==> src/rtl/hp_damage_fsm_if.sv <==
// hp_damage_fsm_if: frame/tile inputs and health outputs of the player health controller.
interface hp_damage_fsm_if;
  logic       vsync;
  logic [3:0] current_pix;
  logic       restart;
  logic [3:0] hp;
  logic       dead;
  logic       blink;
  logic       hit_pulse;
  modport master (output vsync, current_pix, restart, input hp, dead, blink, hit_pulse);
  modport slave  (input vsync, current_pix, restart, output hp, dead, blink, hit_pulse);
endinterface

==> src/rtl/hp_damage_fsm.sv <==
// hp_damage_fsm: per-frame player health with hazard damage, invulnerability window and edge-triggered healing.
module hp_damage_fsm #(
  parameter int         HP_MAX        = 5,
  parameter int         INVULN_FRAMES = 60,
  parameter logic [3:0] HAZARD_CODE   = 4'h3,
  parameter logic [3:0] HEAL_CODE     = 4'h5,
  parameter int         BLINK_BIT     = 2
) (
  input logic            clk,
  input logic            rst,
  hp_damage_fsm_if.slave bus
);
  localparam int IW = $clog2(INVULN_FRAMES + 1);
  localparam int FW = BLINK_BIT + 1;
  localparam logic [3:0]    HPM      = 4'(HP_MAX);
  localparam logic [IW-1:0] INV_INIT = IW'(INVULN_FRAMES);
  typedef enum logic [1:0] {ALIVE, INVULN, DEAD} state_t;
  state_t        state, state_n;
  logic [3:0]    hp, hp_n;
  logic [IW-1:0] inv_cnt, inv_n;
  logic [FW-1:0] frame_cnt;
  logic          heal_prev, heal_n, hit_pulse, hit_n, vsync_q, tick, is_heal, is_hazard;
  assign tick      = bus.vsync & ~vsync_q;
  assign is_heal   = bus.current_pix == HEAL_CODE;
  assign is_hazard = bus.current_pix == HAZARD_CODE;
  always_comb begin
    state_n = state;
    hp_n    = hp;
    inv_n   = inv_cnt;
    heal_n  = heal_prev;
    hit_n   = 1'b0;
    if (bus.restart) begin
      state_n = ALIVE;
      hp_n    = HPM;
      inv_n   = '0;
      heal_n  = 1'b0;
    end else if (tick && state != DEAD) begin
      heal_n = is_heal;
      if (is_heal && !heal_prev && hp < HPM) hp_n = hp + 4'd1;
      if (state == ALIVE && is_hazard) begin
        hp_n    = hp - 4'd1;
        hit_n   = 1'b1;
        state_n = hp == 4'd1 ? DEAD : INVULN;
        inv_n   = hp == 4'd1 ? '0 : INV_INIT;
      end else if (state == INVULN) begin
        state_n = inv_cnt == IW'(1) ? ALIVE : INVULN;
        inv_n   = inv_cnt - IW'(1);
      end
    end
  end
  // vsync_q resets high so a vsync already high at reset release is not a tick
  always_ff @(posedge clk or posedge rst) begin
    if (rst) begin
      state     <= ALIVE;
      hp        <= HPM;
      inv_cnt   <= '0;
      frame_cnt <= '0;
      heal_prev <= 1'b0;
      hit_pulse <= 1'b0;
      vsync_q   <= 1'b1;
    end else begin
      state     <= state_n;
      hp        <= hp_n;
      inv_cnt   <= inv_n;
      heal_prev <= heal_n;
      hit_pulse <= hit_n;
      vsync_q   <= bus.vsync;
      frame_cnt <= bus.restart ? '0 : frame_cnt + FW'(tick);
    end
  end
  assign bus.hp        = hp;
  assign bus.dead      = state == DEAD;
  assign bus.blink     = state == INVULN && frame_cnt[BLINK_BIT];
  assign bus.hit_pulse = hit_pulse;
endmodule

==> src/flat_wrapper.sv <==
// flat-port wrapper written by rule: the top's interface ports become plain ports
module hp_damage_fsm_flat 
#(
  parameter int         HP_MAX        = 5,
  parameter int         INVULN_FRAMES = 60,
  parameter logic [3:0] HAZARD_CODE   = 4'h3,
  parameter logic [3:0] HEAL_CODE     = 4'h5,
  parameter int         BLINK_BIT     = 2
)
  (clk, rst, bus_vsync, bus_current_pix, bus_restart, bus_hp, bus_dead, bus_blink, bus_hit_pulse);
  hp_damage_fsm_if bus_i ();
  input logic clk;
  input logic rst;
  input wire logic [$bits(bus_i.vsync)-1:0] bus_vsync;
  input wire logic [$bits(bus_i.current_pix)-1:0] bus_current_pix;
  input wire logic [$bits(bus_i.restart)-1:0] bus_restart;
  output wire logic [$bits(bus_i.hp)-1:0] bus_hp;
  output wire logic [$bits(bus_i.dead)-1:0] bus_dead;
  output wire logic [$bits(bus_i.blink)-1:0] bus_blink;
  output wire logic [$bits(bus_i.hit_pulse)-1:0] bus_hit_pulse;
  assign bus_i.vsync = bus_vsync;
  assign bus_i.current_pix = bus_current_pix;
  assign bus_i.restart = bus_restart;
  assign bus_hp = bus_i.hp;
  assign bus_dead = bus_i.dead;
  assign bus_blink = bus_i.blink;
  assign bus_hit_pulse = bus_i.hit_pulse;
  hp_damage_fsm #(.HP_MAX(HP_MAX), .INVULN_FRAMES(INVULN_FRAMES), .HAZARD_CODE(HAZARD_CODE), .HEAL_CODE(HEAL_CODE), .BLINK_BIT(BLINK_BIT)) u_core (.clk(clk), .rst(rst), .bus(bus_i));
endmodule
==> config.mk <==
export PLATFORM = sky130hd
export DESIGN_NAME = hp_damage_fsm_flat
export DESIGN_NICKNAME = d
export VERILOG_FILES = /design/src/rtl/hp_damage_fsm_if.sv /design/src/rtl/hp_damage_fsm.sv /design/src/flat_wrapper.sv
export SDC_FILE = /design/constraint.sdc
export NUM_CORES = 1
export LEC_CHECK = 0
export ABC_AREA = 1
export ABC_CLOCK_PERIOD_IN_PS = 1480
export CAP_MARGIN = 20
export CORE_ASPECT_RATIO = 1.1
export CORE_UTILIZATION = 49
export DETAILED_ROUTE_END_ITERATION = 8
export GPL_ROUTABILITY_DRIVEN = 0
export PLACE_DENSITY = 0.75
export SLEW_MARGIN = 25
export SYNTH_ARGS = -nofsm -noshare
export SYNTH_HDL_FRONTEND = slang
export SYNTH_SLANG_ARGS = --single-unit
==> constraint.sdc <==
create_clock -name clk -period 1.48 [get_ports clk]
set_clock_uncertainty 0.2 [all_clocks]
set_input_delay 0.296 -clock clk [delete_from_list [all_inputs] [get_ports clk]]
set_output_delay 0.296 -clock clk [all_outputs]
set_load 0.01 [all_outputs]
Word level (Yosys, flattened, before mapping). Index checks and enable logic that the tools add are counted.

Word-level logic and storage cells: 54. Input bits: 8. Flip-flop bits (word level): 18.

Reduce and logical (&&, ||, !) cells: 12. Equal/unequal tests: 7. $add $sub $neg: 4. Mux-type cells: 21. Magnitude comparators: 1. Bitwise logic cells: 2.

Operator list (count): $mux 6 (5); $mux 4 (4); $mux 2 (5); $eq 6x1->1 const B (1); $mux 1 (6); $reduce_bool 3->1 (2); $sub 6x1->6 const B (1); $logic_and 1x1->1 (5); $add 4x1->4 const B (1); $eq 4x1->1 const B (1); $eq 4x2->1 const B (1); $eq 4x3->1 const B (1); $lt 4x3->1 const B (1); $reduce_and 2->1 (2); $sub 4x1->4 const B (1); $add 3x1->3 (1); $mux 3 (1); $eq 2x1->1 const B (1); $eq 2x2->1 const B (1); $logic_not 2->1 (1); $ne 2x2->1 const B (1); $reduce_bool 2->1 (1); $and 1x1->1 (1); $logic_not 1->1 (1); $not 1->1 (1).

Logic depth before layout (Yosys ltp).
Word-level depth: 7. Mapped depth: 10.

Least setup slack after synthesis. Ideal clock, no wire load.

Path type: reg2reg. Start point: register u_core.hp[0] (netlist: u_core.bus.hp[0]). End point: register u_core.hp[2] (netlist: u_core.bus.hp[2]). Path slack: -0.196 ns. Stages on the path, launching flop included: 11. Data arrival time: 1.401 ns. Path buffers: 0. Cells stage by stage: dfstp_2 -> inv_1 -> ha_1 -> nor2_1 -> nor2_1 -> nand2_1 -> nand3_1 -> nand2_2 -> inv_1 -> nand2_1 -> nand2_1.

Word-level cells in the longest chain between the ends: 5.

RTL lines: start, declared (RTL line hp_damage_fsm.sv:19) `logic [3:0] hp, hp_n;`; start signal, assigned (RTL line hp_damage_fsm.sv:63) `hp <= hp_n;`; $add 4x1->4 (RTL line hp_damage_fsm.sv:39) `if (is_heal && !heal_prev && hp < HPM) hp_n = hp + 4'd1;`; $mux 4 (RTL line hp_damage_fsm.sv:39); $mux 4 (RTL line hp_damage_fsm.sv:40) `if (state == ALIVE && is_hazard) begin`; $mux 4 (RTL line hp_damage_fsm.sv:37) `end else if (tick && state != DEAD) begin`; $mux 4 (RTL line hp_damage_fsm.sv:32) `if (bus.restart) begin`.

Parallel ways exist; a longest one is shown, timed or not. The select of a mux whose other input is x is not followed. A chain may end at the register's enable or synchronous reset.

Worst setup path in the final report.
Start point: register u_core.state[1]. End point: output port bus_blink.

Word-level cells in the longest chain between the ends: 2.

RTL lines: start, declared (RTL line hp_damage_fsm.sv:18) `state_t state, state_n;`; start signal, assigned (RTL line hp_damage_fsm.sv:62) `state <= state_n;`; $eq 2x1->1 (RTL line hp_damage_fsm.sv:73) `assign bus.blink = state == INVULN && frame_cnt[BLINK_BIT];`; $logic_and 1x1->1 (RTL line hp_damage_fsm.sv:73); end, declared (RTL line flat_wrapper.sv:19) `output wire logic [$bits(bus_i.blink)-1:0] bus_blink;`.

Every way passes these cells.

==> results.py <==
metrics = {
    "yosys": {
        "synth_area_leaders": "dfrtp_1, nand2_1, ha_1, nand3_1, dfstp_2",
        "synthCells": 154,
        "synthesis.yosys.warnings": 0,
        "ys_seq_elements": 18,
        "synth_cell_types": 27,
        "synth_top_area_share_pct": 32.2,
        "syn-num-nets": 169,
        "synth.largest_area_cell": "dfrtp_1",
        "synth_area_um2": 1160,
        "yosysSeqAreaShare_pct": 39.0,
        "avgSynthCellArea_um2": 7.56,
    },
    "sta": {
        "fin_tns_setup_ns": -1.31,
        "rsz0062_at_grt": "yes",
        "max_slew.worst_pin.slew_ns": 0.285,
        "min_period_over_period_pct": 109,
        "slew_violations": 0,
        "finalSetupViolCount": 15,
        "hold_viol": 0,
        "post-route-min-period_ns": 1.61,
        "clock.fmax_mhz": 621,
        "holdWs_ns": 0.106,
        "max-slew-margin-rel_pct": 80.9,
        "finalWorstSetupSlack_ns": -0.131,
    },
    "drt": {
        "routed_wl_mm": 2.84,
        "met1Wirelength_mm": 1.24,
        "first_pass_iters": 4,
        "vias": 1146,
        "drt-initial-drc-count": 20,
        "drt-wirelength-per-cell_um": 12.2,
        "dr_wl_met3_um": 43,
        "top_layer_used": "met4",
        "route.met2.wl_mm": 1.51,
        "vias_per_cell": 4.94,
        "ant_nets": 0,
        "drcViolationCount": 0,
    },
    "pwr": {
        "power.total_mw": 1.74,
        "power_leakage_nw": 0.887,
        "p_per_area_nw_per_um2": 993,
        "ir_drop_mv": 0.760,
    },
    "cts": {
        "cts_buffer_depth": 2,
        "htreeDepth": 1,
        "cts_tree": "built",
        "cts_root_buffer": "clkbuf_4",
        "clock_latency_ns": 0.31,
        "clk_pin_slew_worst_paths_ns": 0.10,
        "numCtsBuffers": 3,
        "clock-sinks": 18,
    },
    "global_route": {
        "overflow": 0,
        "grt_max_degree": 19,
        "grt_pass1_vias": 1145,
        "gr-usage-all-layers_pct": 24.3,
        "grt_pass1_wl_mm": 4.66,
        "antenna_found_initial": 0,
    },
    "floorplan": {
        "start_util_pct": 51.7,
        "die_w_um": 48.5,
        "rows": 18,
        "core_area_um2": 2250,
        "boundaryPins": 15,
        "die_y_um": 53.1,
        "die_area_um2": 2580,
    },
    "critical_path": {
        "endpoint_kind": "output port",
        "critPathKind": "flop to output port",
        "cp_top_family": "flip-flops",
        "crit_chain": "nor3b_2 > buf_2",
        "required_ns": 0.98,
        "critPathMaxFanout": 3,
        "crit_buf_inv": 1,
        "startpoint_type": "flop",
        "arrival_ns": 1.12,
        "slowest_delay_ns": 0.44,
        "slowest_stage": "dfrtp_1",
    },
    "worst_hold_path": {
        "hold_class": "input pin to asynchronous set/reset pin",
    },
    "layout": {
        "layout-drive-gt1-share_pct": 39.1,
        "syn_to_final_growth_pct": 50.1,
        "stdcell_area_um2": 1750,
        "n_antenna_cell": 0,
        "finalNonFillerCells": 232,
        "n_fill_cell": 154,
        "regArea_um2": 454,
        "multi_input_area_um2": 746,
        "nNetsFinal": 218,
    },
    "placement": {
        "place_inst": 223,
        "io_buffers": 14,
        "placed_cell_area_um2": 1540,
        "hpwl_mm": 2.00,
    },
    "run_status": {
        "violations": "negative setup slack",
        "outcome": "finished, violations left",
    },
    "run": {
        "maxCapViolations": 0,
    },
}
==> cells by family after synthesis <==
family / Yosys count / share of synthesized area (%)
adder cells (fa/ha/maj): 7 / 7.52
AO/OA/AOI/OAI: 10 / 5.26
XOR/XNOR: 2 / 1.50
buffers and inverters: 26 / 9.35
flip-flops: 18 / 39.0
AND/OR/NAND/NOR: 91 / 37.4
==> repair_timing <==
action / in CTS / in global routing
endpoints found under the hold margin: 0 / 1
gates resized for setup: 37 / 21
hold buffers: 0 / 1
endpoints found under the setup margin: 20 / 21
buffers inserted: 4 / 0
pin swaps: 7 / 15
==> worst min-delay path: stages <==
cell and delay, ns:
clkdlybuf4s50_1 0.40, inv_1 0.06, buf_4 0.24
==> metal layers <==
metal / global-route usage, % / vias to the layer above
li1: - / 584
met1: 27.5 / 536
met5: 0 / -
met3: 3.45 / 4
met4: 15.2 / 0
met2: 43.9 / 22
==> report_power, final <==
part | internal (mW) | switching, mW
logic | 0.407 | 0.440
clock network | 0.105 | 0.161
registers | 0.568 | 0.0551
total | 1.08 | 0.656
==> Yosys cell counts <==
master,n
or2_2,2
dfrtp_1,15
o21ai_0,2
o21ai_1,5
buf_6,1
xnor2_1,1
dfstp_2,3
nand2_1,41
buf_4,1
nor2_1,17
inv_2,2
inv_1,21
nand2_2,1
ha_1,7
nor2_2,3
o32ai_1,1
clkinv_1,1
nand4_1,3
nor3b_1,1
nand3_2,1
nand4_2,1
nand3_1,17
or2_1,1
xor2_1,1
a21oi_2,2
nand3_4,1
nand2_4,2
==> cells in the final DEF (no fill, tap or decap), types with 2 or more instances in the layout <==
cell type	netlist	routed
buf_2	0	2
buf_4	1	28
buf_6	1	5
clkbuf_4	0	3
clkdlybuf4s15_1	0	3
clkdlybuf4s50_1	0	6
dfrtp_1	15	15
dfstp_2	3	3
ha_1	7	3
ha_4	0	3
inv_1	21	19
inv_2	2	4
nand2_1	41	37
nand2_2	1	4
nand2_4	2	3
nand3_1	17	12
nand3_2	1	6
nand4_1	3	3
nor2_1	17	15
nor2_2	3	2
nor2_4	0	3
o21ai_0	2	2
o21ai_1	5	3
o21ai_2	0	2
or2_2	2	2
==> final timing paths <==
path                                   start              endpoint  slack (ns)  cells past startpoint
max                          u_core.state[1]             bus_blink       -0.13                      2
min                                      rst     u_core.inv_cnt[0]        0.11                      3
max reg2reg                 u_core.bus.hp[0]      u_core.bus.hp[2]       -0.12                     10
min reg2reg                u_core.inv_cnt[1]     u_core.inv_cnt[1]        0.35                      2
max in group asynchronous                rst      u_core.bus.hp[2]        0.71                      3
min in group clk                   bus_vsync  u_core.bus.hit_pulse        0.34                      6
==> sequential cells by signal, summed over array words and instances (netlist names) <==
register,flops
u_core.inv_cnt,6
u_core.bus.hp,4
u_core.frame_cnt,3
u_core.state,2
u_core.bus.hit_pulse,1
u_core.heal_prev,1
u_core.vsync_q,1
==> metrics by stage <==
step / utilization (%) / worst slack (ns)
2_1_floorplan: - / -0.0916
3_3_place_gp: 68.4 / -0.356
3_5_place_dp: 68.4 / -0.374
4_1_cts: 73.1 / -0.125
5_1_grt: 77.6 / -0.232
6_report: 77.6 / -0.131
==> cell type report <==
class                   instances  area share, %
clock buffers                   4           1.50
repair buffers                 46           22.3
well taps                      30           2.15
multi-input cells             110           42.7
flip-flops and latches         18           26.0
inverters                      24           5.44
Note: power is estimated with default switching activity, not from simulation.
